[src/rtl/mem_arbiter_if.sv]
// Memory bus bundle: request strobes and fields from the initiator, wait/return from the target.
interface mem_arbiter_if;
  logic        read;
  logic        write;
  logic [1:0]  id;
  logic [29:0] address;
  logic [31:0] writedata;
  logic [3:0]  writedatamask;
  logic        waitrequest;
  logic [31:0] readdata;
  logic [1:0]  readdataid;

  modport master (
    output read, write, id, address, writedata, writedatamask,
    input  waitrequest, readdata, readdataid
  );

  modport slave (
    input  read, write, id, address, writedata, writedatamask,
    output waitrequest, readdata, readdataid
  );
endinterface

[src/rtl/mem_arbiter.sv]
// Two-master arbiter onto one SRAM controller port, with an owner FIFO that routes
// read returns back to the master that issued them.
module mem_arbiter #(
  parameter int unsigned FIFO_DEPTH = 4
) (
  input  logic         clock,
  input  logic         rst_n,
  mem_arbiter_if.slave  m0_bus,
  mem_arbiter_if.slave  m1_bus,
  mem_arbiter_if.master s_bus,
  output logic         rsp_error
);

  localparam int unsigned PtrW = $clog2(FIFO_DEPTH);
  localparam int unsigned CntW = PtrW + 1;

  typedef enum logic [1:0] {StIdle, StGnt0, StGnt1} state_e;

  state_e                state_q, state_d;
  logic                  last_q, last_d;
  logic [FIFO_DEPTH-1:0] owner_q, owner_d;
  logic [PtrW-1:0]       wr_ptr_q, wr_ptr_d, rd_ptr_q, rd_ptr_d;
  logic [CntW-1:0]       count_q, count_d;
  logic                  rsp_error_q, rsp_error_d;

  logic req0, req1, gnt0, gnt1, gnt_sel;
  logic g_read, g_write, rsp_valid, full, blocked, accept, push, pop, head_owner;

  always_comb begin
    req0       = m0_bus.read | m0_bus.write;
    req1       = m1_bus.read | m1_bus.write;
    gnt0       = rst_n && (state_q == StGnt0);
    gnt1       = rst_n && (state_q == StGnt1);
    gnt_sel    = (state_q == StGnt1);
    g_read     = gnt_sel ? m1_bus.read  : m0_bus.read;
    g_write    = gnt_sel ? m1_bus.write : m0_bus.write;
    rsp_valid  = rst_n && (s_bus.readdataid != 2'd0);
    full       = (count_q == CntW'(FIFO_DEPTH));
    // A full FIFO still accepts a read when a response frees a slot this same cycle.
    blocked    = g_read && full && !rsp_valid;
    accept     = (gnt0 || gnt1) && (g_read || g_write) && !s_bus.waitrequest && !blocked;
    push       = accept && g_read;
    pop        = rsp_valid && (count_q != '0);
    head_owner = owner_q[rd_ptr_q];
  end

  always_comb begin
    s_bus.read          = (gnt0 || gnt1) && g_read && !blocked;
    s_bus.write         = (gnt0 || gnt1) && g_write && !blocked;
    s_bus.id            = gnt_sel ? m1_bus.id            : m0_bus.id;
    s_bus.address       = gnt_sel ? m1_bus.address       : m0_bus.address;
    s_bus.writedata     = gnt_sel ? m1_bus.writedata     : m0_bus.writedata;
    s_bus.writedatamask = gnt_sel ? m1_bus.writedatamask : m0_bus.writedatamask;

    m0_bus.waitrequest  = gnt0 ? (s_bus.waitrequest || blocked) : 1'b1;
    m1_bus.waitrequest  = gnt1 ? (s_bus.waitrequest || blocked) : 1'b1;
    m0_bus.readdata     = s_bus.readdata;
    m1_bus.readdata     = s_bus.readdata;
    m0_bus.readdataid   = (pop && !head_owner) ? s_bus.readdataid : 2'd0;
    m1_bus.readdataid   = (pop &&  head_owner) ? s_bus.readdataid : 2'd0;
    rsp_error           = rsp_error_q;
  end

  always_comb begin
    state_d = state_q;
    last_d  = last_q;
    unique case (state_q)
      StIdle: begin
        if (req0 && req1) state_d = last_q ? StGnt0 : StGnt1;
        else if (req0)    state_d = StGnt0;
        else if (req1)    state_d = StGnt1;
      end
      // The accepted master is still requesting in its accept cycle, so it keeps the
      // grant unless the other master waits; a later drop is handled as a plain drop.
      StGnt0: begin
        if (accept) begin
          last_d  = 1'b0;
          state_d = req1 ? StGnt1 : StGnt0;
        end else if (!req0) begin
          state_d = StIdle;
        end
      end
      StGnt1: begin
        if (accept) begin
          last_d  = 1'b1;
          state_d = req0 ? StGnt0 : StGnt1;
        end else if (!req1) begin
          state_d = StIdle;
        end
      end
      default: state_d = StIdle;
    endcase
  end

  always_comb begin
    owner_d     = owner_q;
    wr_ptr_d    = wr_ptr_q;
    rd_ptr_d    = rd_ptr_q;
    if (push) begin
      owner_d[wr_ptr_q] = gnt_sel;
      wr_ptr_d          = wr_ptr_q + 1'b1;
    end
    if (pop) rd_ptr_d = rd_ptr_q + 1'b1;
    count_d     = count_q + CntW'(push) - CntW'(pop);
    rsp_error_d = rsp_error_q || (rsp_valid && (count_q == '0));
  end

  always_ff @(posedge clock) begin
    if (!rst_n) begin
      state_q     <= StIdle;
      last_q      <= 1'b1;
      owner_q     <= '0;
      wr_ptr_q    <= '0;
      rd_ptr_q    <= '0;
      count_q     <= '0;
      rsp_error_q <= 1'b0;
    end else begin
      state_q     <= state_d;
      last_q      <= last_d;
      owner_q     <= owner_d;
      wr_ptr_q    <= wr_ptr_d;
      rd_ptr_q    <= rd_ptr_d;
      count_q     <= count_d;
      rsp_error_q <= rsp_error_d;
    end
  end

endmodule
[src/flat_wrapper.sv]
// flat-port wrapper written by rule: the top's interface ports become plain ports
module mem_arbiter_flat 
#(
  parameter int unsigned FIFO_DEPTH = 4
)
  (clock, rst_n, rsp_error, m0_bus_read, m0_bus_write, m0_bus_id, m0_bus_address, m0_bus_writedata, m0_bus_writedatamask, m0_bus_waitrequest, m0_bus_readdata, m0_bus_readdataid, m1_bus_read, m1_bus_write, m1_bus_id, m1_bus_address, m1_bus_writedata, m1_bus_writedatamask, m1_bus_waitrequest, m1_bus_readdata, m1_bus_readdataid, s_bus_read, s_bus_write, s_bus_id, s_bus_address, s_bus_writedata, s_bus_writedatamask, s_bus_waitrequest, s_bus_readdata, s_bus_readdataid);
  mem_arbiter_if m0_bus_i ();
  mem_arbiter_if m1_bus_i ();
  mem_arbiter_if s_bus_i ();
  input  logic clock;
  input  logic rst_n;
  output logic rsp_error;
  input wire logic [$bits(m0_bus_i.read)-1:0] m0_bus_read;
  input wire logic [$bits(m0_bus_i.write)-1:0] m0_bus_write;
  input wire logic [$bits(m0_bus_i.id)-1:0] m0_bus_id;
  input wire logic [$bits(m0_bus_i.address)-1:0] m0_bus_address;
  input wire logic [$bits(m0_bus_i.writedata)-1:0] m0_bus_writedata;
  input wire logic [$bits(m0_bus_i.writedatamask)-1:0] m0_bus_writedatamask;
  output wire logic [$bits(m0_bus_i.waitrequest)-1:0] m0_bus_waitrequest;
  output wire logic [$bits(m0_bus_i.readdata)-1:0] m0_bus_readdata;
  output wire logic [$bits(m0_bus_i.readdataid)-1:0] m0_bus_readdataid;
  input wire logic [$bits(m1_bus_i.read)-1:0] m1_bus_read;
  input wire logic [$bits(m1_bus_i.write)-1:0] m1_bus_write;
  input wire logic [$bits(m1_bus_i.id)-1:0] m1_bus_id;
  input wire logic [$bits(m1_bus_i.address)-1:0] m1_bus_address;
  input wire logic [$bits(m1_bus_i.writedata)-1:0] m1_bus_writedata;
  input wire logic [$bits(m1_bus_i.writedatamask)-1:0] m1_bus_writedatamask;
  output wire logic [$bits(m1_bus_i.waitrequest)-1:0] m1_bus_waitrequest;
  output wire logic [$bits(m1_bus_i.readdata)-1:0] m1_bus_readdata;
  output wire logic [$bits(m1_bus_i.readdataid)-1:0] m1_bus_readdataid;
  output wire logic [$bits(s_bus_i.read)-1:0] s_bus_read;
  output wire logic [$bits(s_bus_i.write)-1:0] s_bus_write;
  output wire logic [$bits(s_bus_i.id)-1:0] s_bus_id;
  output wire logic [$bits(s_bus_i.address)-1:0] s_bus_address;
  output wire logic [$bits(s_bus_i.writedata)-1:0] s_bus_writedata;
  output wire logic [$bits(s_bus_i.writedatamask)-1:0] s_bus_writedatamask;
  input wire logic [$bits(s_bus_i.waitrequest)-1:0] s_bus_waitrequest;
  input wire logic [$bits(s_bus_i.readdata)-1:0] s_bus_readdata;
  input wire logic [$bits(s_bus_i.readdataid)-1:0] s_bus_readdataid;
  assign m0_bus_i.read = m0_bus_read;
  assign m0_bus_i.write = m0_bus_write;
  assign m0_bus_i.id = m0_bus_id;
  assign m0_bus_i.address = m0_bus_address;
  assign m0_bus_i.writedata = m0_bus_writedata;
  assign m0_bus_i.writedatamask = m0_bus_writedatamask;
  assign m0_bus_waitrequest = m0_bus_i.waitrequest;
  assign m0_bus_readdata = m0_bus_i.readdata;
  assign m0_bus_readdataid = m0_bus_i.readdataid;
  assign m1_bus_i.read = m1_bus_read;
  assign m1_bus_i.write = m1_bus_write;
  assign m1_bus_i.id = m1_bus_id;
  assign m1_bus_i.address = m1_bus_address;
  assign m1_bus_i.writedata = m1_bus_writedata;
  assign m1_bus_i.writedatamask = m1_bus_writedatamask;
  assign m1_bus_waitrequest = m1_bus_i.waitrequest;
  assign m1_bus_readdata = m1_bus_i.readdata;
  assign m1_bus_readdataid = m1_bus_i.readdataid;
  assign s_bus_read = s_bus_i.read;
  assign s_bus_write = s_bus_i.write;
  assign s_bus_id = s_bus_i.id;
  assign s_bus_address = s_bus_i.address;
  assign s_bus_writedata = s_bus_i.writedata;
  assign s_bus_writedatamask = s_bus_i.writedatamask;
  assign s_bus_i.waitrequest = s_bus_waitrequest;
  assign s_bus_i.readdata = s_bus_readdata;
  assign s_bus_i.readdataid = s_bus_readdataid;
  mem_arbiter #(.FIFO_DEPTH(FIFO_DEPTH)) u_core (.clock(clock), .rst_n(rst_n), .m0_bus(m0_bus_i), .m1_bus(m1_bus_i), .s_bus(s_bus_i), .rsp_error(rsp_error));
endmodule
[config.mk]
export PLATFORM = sky130hd
export DESIGN_NAME = mem_arbiter_flat
export DESIGN_NICKNAME = d
export VERILOG_FILES = /design/src/rtl/mem_arbiter_if.sv /design/src/rtl/mem_arbiter.sv /design/src/flat_wrapper.sv
export SDC_FILE = /design/constraint.sdc
export NUM_CORES = 1
export LEC_CHECK = 0
export ABC_CLOCK_PERIOD_IN_PS = 3400
export CAP_MARGIN = 15
export CORE_AREA = 2 2 124 126
export DETAILED_ROUTE_END_ITERATION = 12
export DIE_AREA = 0 0 126 128
export PLACE_DENSITY = 0.63
export REMOVE_ABC_BUFFERS = 1
export SLEW_MARGIN = 20
export SYNTH_ARGS = -nofsm -noshare
export SYNTH_HDL_FRONTEND = slang
export SYNTH_SLANG_ARGS = --single-unit
[constraint.sdc]
create_clock -name clock -period 3.4 [get_ports clock]
set_input_delay 0.51 -clock clock [delete_from_list [all_inputs] [get_ports clock]]
set_output_delay 0.51 -clock clock [all_outputs]
set_load 0.05 [all_outputs]
==> results of run 1 <==
## worst max-delay path: stages (launching register included)
cell and delay (ps):
sky130_fd_sc_hd__dfxtp_1 340, sky130_fd_sc_hd__inv_1 130, sky130_fd_sc_hd__ha_4 570, sky130_fd_sc_hd__buf_4 280, sky130_fd_sc_hd__mux2_2 350, sky130_fd_sc_hd__clkdlybuf4s50_1 770
## flip-flops by register name, summed over array words and instances, names as in the netlist
| signal | count |
|---|---|
| u_core.rsp_error | 1 |
| u_core.state_q | 2 |
| u_core.count_q | 3 |
| u_core.owner_q | 4 |
| u_core.wr_ptr_q | 2 |
| u_core.rd_ptr_q | 2 |
| u_core.last_q | 1 |
## where the power goes
| group | internal [mW] | switching, mW | total [mW] | leakage (nW) |
|---|---|---|---|---|
| logic | 0.788 | 1.14 | 1.92 | 1.42 |
| clock network | 0.157 | 0.0765 | 0.234 | 0.0409 |
| registers | 0.220 | 0.0426 | 0.263 | 0.122 |
| total | 1.17 | 1.26 | 2.42 | 1.58 |
## path summary, 6_finish.rpt
check / from / end / slack (ps) / cells past startpoint
worst max-delay path: u_core.state_q[0] / s_bus_writedatamask[3] / 170 / 5
worst min-delay path: u_core.rsp_error / u_core.rsp_error / 450 / 2
worst max register to register: u_core.state_q[0] / u_core.count_q[1] / 660 / 8
worst min register to register: u_core.rsp_error / u_core.rsp_error / 450 / 2
## Yosys cell counts
cell,n
sky130_fd_sc_hd__mux2_2,69
sky130_fd_sc_hd__o21ai_1,2
sky130_fd_sc_hd__a2bb2oi_1,1
sky130_fd_sc_hd__nand2_1,14
sky130_fd_sc_hd__o21ai_0,7
sky130_fd_sc_hd__nor3_1,3
sky130_fd_sc_hd__fa_1,1
sky130_fd_sc_hd__xnor2_1,4
sky130_fd_sc_hd__or2_2,1
sky130_fd_sc_hd__and3_1,3
sky130_fd_sc_hd__mux2i_1,2
sky130_fd_sc_hd__a22oi_1,1
sky130_fd_sc_hd__o2bb2ai_1,1
sky130_fd_sc_hd__nand3_1,8
sky130_fd_sc_hd__dfxtp_1,15
sky130_fd_sc_hd__buf_4,65
sky130_fd_sc_hd__a211o_1,1
sky130_fd_sc_hd__xor2_1,1
sky130_fd_sc_hd__o32ai_1,2
sky130_fd_sc_hd__buf_2,2
sky130_fd_sc_hd__a2111oi_4,1
sky130_fd_sc_hd__nor2_1,15
sky130_fd_sc_hd__and3b_1,1
sky130_fd_sc_hd__nor3b_2,1
sky130_fd_sc_hd__and2_1,3
sky130_fd_sc_hd__a21oi_1,10
sky130_fd_sc_hd__a31o_2,1
sky130_fd_sc_hd__ha_1,10
sky130_fd_sc_hd__o21a_1,2
sky130_fd_sc_hd__inv_1,11
sky130_fd_sc_hd__buf_6,1
sky130_fd_sc_hd__mux4_2,1
sky130_fd_sc_hd__clkbuf_1,7
## final cells by class
class	instances	area, µm²	area share (%)
repair buffers	225	2240	51.6
clock buffers	3	75.1	1.73
multi-input cells	166	1450	33.3
clock inverters	1	5.00	0.115
inverters	11	41.3	0.950
flip-flops and latches	15	300	6.91
well taps	188	235	5.41
## per-stage QoR
| stage | hold WS (ps) | TNS [ps] |
|---|---|---|
| 3_3_place_gp | 437 | 0 |
| 4_1_cts | 452 | 0 |
| 3_5_place_dp | 444 | 0 |
| 5_1_grt | 476 | 0 |
| 6_report | 447 | 0 |
| 2_1_floorplan | 433 | -10620 |
## layer usage
metal,wire (µm),up-vias,part of all wire (%)
met2,5070,223,38
li1,-,1167,-
met5,55,-,0.41
met1,5810,1158,44
met4,36,2,0.27
met3,2330,10,18
## kinds of logic after synthesis
kind of cell	after synthesis
buffers and inverters	86
muxes	72
and+or+nand+nor	49
AOI/OAI and AO/OA	29
DFF	15
adders and majority gates	11
xor gates and xnor gates	5
==> tab_implementation.tex, run 1 <==
\begin{tabular}{lr}
\hline
Metric & Value \\
\hline
\multicolumn{2}{l}{\textbf{Drt}} \\
\quad Routed via count & 2560 \\
\quad Detailed-route wire length per cell & 21.8 µm \\
\quad DRC violation count after routing & 0 \\
\quad Ratio of routed vias to standard cells & 4.20 \\
\quad First-pass iteration count of the detailed router & 6 \\
\quad Total wirelength of the detailed-routed design & 13.3 mm \\
\quad Post-DRT Antenna Nets & 0 \\
\quad Detailed router's first-iteration violation count & 179 \\
\multicolumn{2}{l}{\textbf{Synth}} \\
\quad Xor and xnor area share after synthesis & 1.89\% \\
\quad Proportion of synthesized area in mux cells & 35.4\% \\
\quad Synth top area share & 33.6\% \\
\quad Yosys synthesis warning count & 0 \\
\quad Adder-cell area share of the yosys netlist & 6.28\% \\
\quad Post-synthesis cell type with the largest combined area & sky130\_fd\_sc\_hd\_\_mux2\_2 \\
\quad Register bit total from synthesis & 15 \\
\quad Share of the yosys chip area belonging to registers & 13.0\% \\
\quad Count of mapped cells out of synthesis & 267 \\
\quad Top cells by area, synth & sky130\_fd\_sc\_hd\_\_mux2\_2 34\%, sky130\_fd\_sc\_hd\_\_buf\_4 21\%, sky130\_fd\_sc\_hd\_\_dfxtp\_1 13\% \\
\quad Count of different cell masters after synthesis & 33 \\
\quad Post-Synthesis Cell Area & 2310 µm² \\
\quad Main combinational cell family by area after synthesis & multiplexers \\
\quad Synth Area in Compound Gates & 8.55\% \\
\quad Basic-gate share of the synthesized area counting and, or, nand and nor cells & 9.90\% \\
\quad Average footprint of a synthesized cell & 8.66 µm² \\
\multicolumn{2}{l}{\textbf{STA}} \\
\quad Highest clock rate & 309 MHz \\
\quad Final Hold Violating Endpoints & 0 \\
\quad Setup violations, final & 0 \\
\quad Setup repair after global routing missed its margin & false \\
\quad Worst clock skew on the final layout & 1.92 ps \\
\quad Max Transition Viols Final & 0 \\
\quad Final worst-path cycle share & 95.1\% \\
\quad Remaining max-slew budget at the tightest pin & 55.8\% \\
\quad Slack of the critical path & 166 ps \\
\quad Tightest Pin Transition & 661 ps \\
\quad Post-layout minimum cycle time & 3230 ps \\
\multicolumn{2}{l}{\textbf{Critical path}} \\
\quad Kind of start point of the critical path & register \\
\quad Path type of the worst setup path & reg2out \\
\quad Data arrival time of the critical path & 2720 ps \\
\quad Data required, critical path & 2890 ps \\
\quad Critical path capture point type & output pin \\
\quad Largest fanout on the critical path & 48 \\
\multicolumn{2}{l}{\textbf{Floorplanning}} \\
\quad \# rows & 45 \\
\quad Initial standard-cell utilization of the core & 15.6\% \\
\quad Std-Cell Core Area & 14900 µm² \\
\quad Number of placed I/O pins & 318 \\
\quad Height of the die & 128 µm \\
\quad Die area & 16100 µm² \\
\quad Chip Width & 126 µm \\
\multicolumn{2}{l}{\textbf{CTS}} \\
\quad Clock root cell & sky130\_fd\_sc\_hd\_\_clkbuf\_16 \\
\quad TritonCTS Buffers & 3 \\
\quad Total clock sinks & 15 \\
\quad Clock-pin transition on the worst setup and hold timing paths & 50 ps \\
\quad CTS max path bufs & 2 \\
\quad Post-CTS Resized & 0 \\
\quad Post-CTS Setup Bufs & 0 \\
\quad Clock tree from TritonCTS & done \\
\quad Hold Buf Count CTS & 0 \\
\quad Clock Latency Late Sink & 250 ps \\
\quad H-tree levels & 1 \\
\multicolumn{2}{l}{\textbf{Placed design}} \\
\quad Post-placement cell count & 605 \\
\quad Placed standard-cell area & 4270 µm² \\
\quad Port bufs & 221 \\
\quad Last weighted congestion value of the routability-driven placer & 0.826 \\
\quad Half-perimeter wire length after placement & 11.9 mm \\
\quad Post-Place Worst Slack & 337 ps \\
\multicolumn{2}{l}{\textbf{Global route}} \\
\quad Total GRT Usage & 15.4\% \\
\quad Antenna violations before repair & 0 \\
\quad Grt ovf & 0 \\
\quad Vias in the first global route & 2569 \\
\quad Met2 track utilization from global routing & 20.4\% \\
\quad Largest net degree at the start of global routing & 49 \\
\quad GR Util met3 & 11.6\% \\
\quad Wire length of the first global-routing pass & 18.0 mm \\
\quad Most Used Layer, Global Route & met2 \\
\quad Global Route met1 Usage & 20.2\% \\
\multicolumn{2}{l}{\textbf{Power}} \\
\quad Ratio of total power to cell area & 557 nW/µm² \\
\quad Max IR drop VDD & 0.194 mV \\
\quad Static Leakage & 1.58 nW \\
\quad Total chip power & 2.42 mW \\
\multicolumn{2}{l}{\textbf{Cells and area}} \\
\quad Antenna Diode Count & 0 \\
\quad Fill cells & 1606 \\
\quad Final core utilization & 29.2\% \\
\quad Layout Area Growth over Synthesis & 88.0\% \\
\quad Final cell count without fillers & 609 \\
\quad NumNets Final & 610 \\
\quad Final instance area & 4350 µm² \\
\quad Commonest non-fill, non-tap cell in the layout & sky130\_fd\_sc\_hd\_\_clkdlybuf4s50\_1 \\
\quad Leading cell types in the layout, fill and taps excluded & 216 x sky130\_fd\_sc\_hd\_\_clkdlybuf4s50\_1, 69 x sky130\_fd\_sc\_hd\_\_mux2\_2, 15 x sky130\_fd\_sc\_hd\_\_nor2\_1, 15 x sky130\_fd\_sc\_hd\_\_dfxtp\_1, 14 x sky130\_fd\_sc\_hd\_\_nand2\_1 \\
\quad Proportion of layout cells with a drive suffix above 1 & 20.9\% \\
\multicolumn{2}{l}{\textbf{Outcome}} \\
\quad Run status & finished, final reports clean \\
\multicolumn{2}{l}{\textbf{Job}} \\
\quad Max capacitance violation total & 0 \\
\multicolumn{2}{l}{\textbf{Hold path}} \\
\quad HP Class & reg2reg \\
\hline
\end{tabular}
Note: power is estimated with default switching activity, not from simulation.
==> run 2, diff against run 1 <==
Settings changed: CORE_AREA 2 2 124 126 to 2 2 122 124, DIE_AREA 0 0 126 128 to 0 0 124 126, DONT_BUFFER_PORTS from default to 1, PLACE_DENSITY 0.63 to 0.36, SLEW_MARGIN 20 to default.
==> tab_implementation.tex, run 2 (synthesis gave the netlist of run 1 again) <==
\begin{tabular}{lr}
\hline
Metric & Value \\
\hline
\multicolumn{2}{l}{\textbf{Global route}} \\
\quad Vias in the first global route & 1723 (-33\%) \\
\quad Antenna violations before repair & 4 (+4) \\
\quad Total GRT Usage & 13.7\% (-1.7 points) \\
\quad Largest net degree at the start of global routing & 52 (+6.1\%) \\
\quad Wire length of the first global-routing pass & 14.7 mm (-19\%) \\
\quad Grt ovf & 0 (unchanged) \\
\multicolumn{2}{l}{\textbf{Power}} \\
\quad Clock share of power & 12.2\% (+2.5 points) \\
\quad Net switching component of the power & 1.17 mW (-7.1\%) \\
\quad Share of power burned in combinational logic & 73.3\% (-6.2 points) \\
\quad Switching portion of total power & 60.8\% (+8.9 points) \\
\quad Internal portion of total power & 753 µW (-35\%) \\
\quad Max IR drop VDD & 0.382 mV (+97\%) \\
\quad Static Leakage & 0.714 nW (-55\%) \\
\quad Reg power frac & 14.5\% (+3.6 points) \\
\quad Total chip power & 1.92 mW (-21\%) \\
\quad Ratio of total power to cell area & 894 nW/µm² (+61\%) \\
\multicolumn{2}{l}{\textbf{Critical path}} \\
\quad Largest fanout on the critical path & 51 (+6.3\%) \\
\quad Data required, critical path & 2890 ps (about the same) \\
\quad Worst path buffer plus inverter count & 2 (-1) \\
\quad Kind of start point of the critical path & register \\
\quad Data arrival time of the critical path & 2340 ps (-380 ps) \\
\quad Cell at the slowest stage of the critical path & sky130\_fd\_sc\_hd\_\_buf\_4 \\
\quad Critical path capture point type & output pin \\
\quad Cells along the critical path & inv\_1, ha\_4, buf\_4, mux2\_2 \\
\quad Path type of the worst setup path & reg2out \\
\quad Largest incremental delay on the critical path & 590 ps (-180 ps) \\
\quad Top Family by Delay on Critical Path & buffers and inverters \\
\multicolumn{2}{l}{\textbf{STA}} \\
\quad Final Hold Violating Endpoints & 0 (unchanged) \\
\quad Remaining max-slew budget at the tightest pin & 57.8\% (+2.0 points) \\
\quad Max Transition Viols Final & 0 (unchanged) \\
\quad Post-layout minimum cycle time & 2850 ps (-386 ps) \\
\quad Setup violations, final & 0 (unchanged) \\
\quad Final worst-path cycle share & 83.8\% (-11 points) \\
\quad Worst clock skew on the final layout & 4.11 ps (+2.19 ps) \\
\quad Highest clock rate & 351 MHz (+14\%) \\
\quad Setup repair after global routing missed its margin & false \\
\quad Tightest Pin Transition & 633 ps (-27.9 ps) \\
\multicolumn{2}{l}{\textbf{CTS}} \\
\quad H-tree levels & 1 (unchanged) \\
\quad Total clock sinks & 15 (unchanged) \\
\quad Clock root cell & sky130\_fd\_sc\_hd\_\_clkbuf\_16 \\
\quad CTS max path bufs & 2 (unchanged) \\
\quad TritonCTS Buffers & 3 (unchanged) \\
\quad Hold Buf Count CTS & 0 (unchanged) \\
\quad Clock tree from TritonCTS & done \\
\quad Post-CTS Resized & 0 (unchanged) \\
\quad Clock-pin transition on the worst setup and hold timing paths & 50 ps (about the same) \\
\quad Post-CTS Setup Bufs & 0 (unchanged) \\
\quad Clock Latency Late Sink & 250 ps (about the same) \\
\multicolumn{2}{l}{\textbf{Cells and area}} \\
\quad Largest register by flop count & u\_core.owner\_q \\
\quad Register area & 300 µm² (unchanged) \\
\quad Proportion of layout cells with a drive suffix above 1 & 41.6\% (+21 points) \\
\quad Flip-flop count of the largest register, all copies and words added & 4 (unchanged) \\
\quad Top flop regs & u\_core.owner\_q (4), u\_core.count\_q (3) \\
\quad Layout Area Growth over Synthesis & -7.20\% \\
\quad Leading cell types in the layout, fill and taps excluded & 69 x sky130\_fd\_sc\_hd\_\_mux2\_2, 15 x sky130\_fd\_sc\_hd\_\_nor2\_1, 15 x sky130\_fd\_sc\_hd\_\_dfxtp\_1 \\
\quad NumNets Final & 391 (-36\%) \\
\quad Area of combinational cells with multiple inputs & 1450 µm² (unchanged) \\
\quad Fill cells & 1620 (+0.87\%) \\
\quad Final instance area & 2150 µm² (-51\%) \\
\quad Commonest non-fill, non-tap cell in the layout & sky130\_fd\_sc\_hd\_\_mux2\_2 \\
\multicolumn{2}{l}{\textbf{Hold path}} \\
\quad HP Class & in2reg \\
\multicolumn{2}{l}{\textbf{Drt}} \\
\quad Detailed router's first-iteration violation count & 86 (-52\%) \\
\quad First-pass iteration count of the detailed router & 4 (-2) \\
\quad Detailed-route wire length per cell & 30.0 µm (+37\%) \\
\quad DRC violation count after routing & 0 (unchanged) \\
\quad Post-DRT Antenna Nets & 0 (unchanged) \\
\quad Ratio of routed vias to standard cells & 4.34 (+3.2\%) \\
\quad Total wirelength of the detailed-routed design & 11.6 mm (-13\%) \\
\quad Routed via count & 1679 (-34\%) \\
\multicolumn{2}{l}{\textbf{Placed design}} \\
\quad Port bufs & 0 (-100\%) \\
\quad Placed standard-cell area & 2060 µm² (-52\%) \\
\quad Last weighted congestion value of the routability-driven placer & 0.795 (-3.8\%) \\
\quad Half-perimeter wire length after placement & 10.2 mm (-14\%) \\
\multicolumn{2}{l}{\textbf{Floorplanning}} \\
\quad Chip Width & 124 µm (-1.6\%) \\
\quad Die area & 15600 µm² (-3.1\%) \\
\quad Initial standard-cell utilization of the core & 16.2\% (+0.60 points) \\
\quad Height of the die & 126 µm (-1.6\%) \\
\quad \# rows & 44 (-2.2\%) \\
\quad Std-Cell Core Area & 14300 µm² (-3.7\%) \\
\quad Number of placed I/O pins & 318 (unchanged) \\
\multicolumn{2}{l}{\textbf{Outcome}} \\
\quad Run status & finished, final reports clean \\
\multicolumn{2}{l}{\textbf{Job}} \\
\quad Max capacitance violation total & 0 (unchanged) \\
\hline
\end{tabular}
## run 2: cell count changes in the layout (fill, tap and decap cells not counted)
| cell | delta |
|---|---|
| sky130_fd_sc_hd__buf_12 | -1 |
| sky130_fd_sc_hd__clkinv_2 | -1 |
| sky130_fd_sc_hd__buf_4 | -2 |
| sky130_fd_sc_hd__clkbuf_1 | +1 |
| sky130_fd_sc_hd__diode_2 | +1 |
| sky130_fd_sc_hd__clkdlybuf4s50_1 | -216 |
## run 2: area by class of cell
| type | count | area share (%) |
|---|---|---|
| sequential | 15 | 14.0 |
| clock buffer | 4 | 3.67 |
| multi-input combinational | 166 | 67.5 |
| tap | 184 | 10.7 |
| timing repair buffer | 6 | 2.10 |
| antenna | 1 | 0.117 |
| inverter | 11 | 1.92 |
## run 2: path summary, 6_finish.rpt
path | from | to | slack (ps) | depth (start not counted)
worst max-delay path | u_core.state_q[0] | s_bus_address[20] | 550 | 4
worst min-delay path | rst_n | u_core.last_q | 340 | 1
worst max register to register | u_core.state_q[0] | u_core.count_q[2] | 830 | 9
worst min register to register | u_core.owner_q[2] | u_core.owner_q[2] | 450 | 2
## run 2: worst reg2reg max path: stages, from the launching register on
cell                        delay (ps)
sky130_fd_sc_hd__dfxtp_1           340
sky130_fd_sc_hd__inv_1             130
sky130_fd_sc_hd__ha_4              430
sky130_fd_sc_hd__mux2i_1           410
sky130_fd_sc_hd__a2111oi_4          90
sky130_fd_sc_hd__buf_4             200
sky130_fd_sc_hd__ha_1              220
sky130_fd_sc_hd__fa_1              390
sky130_fd_sc_hd__xnor2_1           180
sky130_fd_sc_hd__nor2_1             50
## run 2: per-layer routing
layer | global-route usage, % | routed length, µm | vias up
met3 | 13.5 | 2450 | 12
met2 | 17.0 | 4300 | 191
li1 | - | - | 733
met1 | 17.6 | 4800 | 737
met4 | 0.595 | 22 | 6
met5 | 0 | 37 | -
## run 2: metrics by stage
step | utilization, % | TNS (ps) | worst slack (ps) | hold WS (ps) | std cells
after floorplan | - | -10620 | -1020 | 433 | 192
after global placement | 14.4 | 0 | 849 | 449 | 382
after detailed placement | 14.4 | 0 | 806 | 451 | 382
after CTS | 15.0 | 0 | 535 | 338 | 386
after global routing | 15.0 | 0 | 427 | 331 | 386
final | 15.0 | 0 | 552 | 342 | 387
## run 2: power groups by stage
stage / Sequential (mW) / Combinational (mW) / Clock (mW)
3_3_place_gp: 0.282 / 1.41 / 0
2_1_floorplan: 0.271 / 1.22 / 0
5_1_grt: 0.286 / 1.47 / 0.252
6_report: 0.279 / 1.41 / 0.234
4_1_cts: 0.279 / 1.42 / 0.240
3_5_place_dp: 0.282 / 1.41 / 0
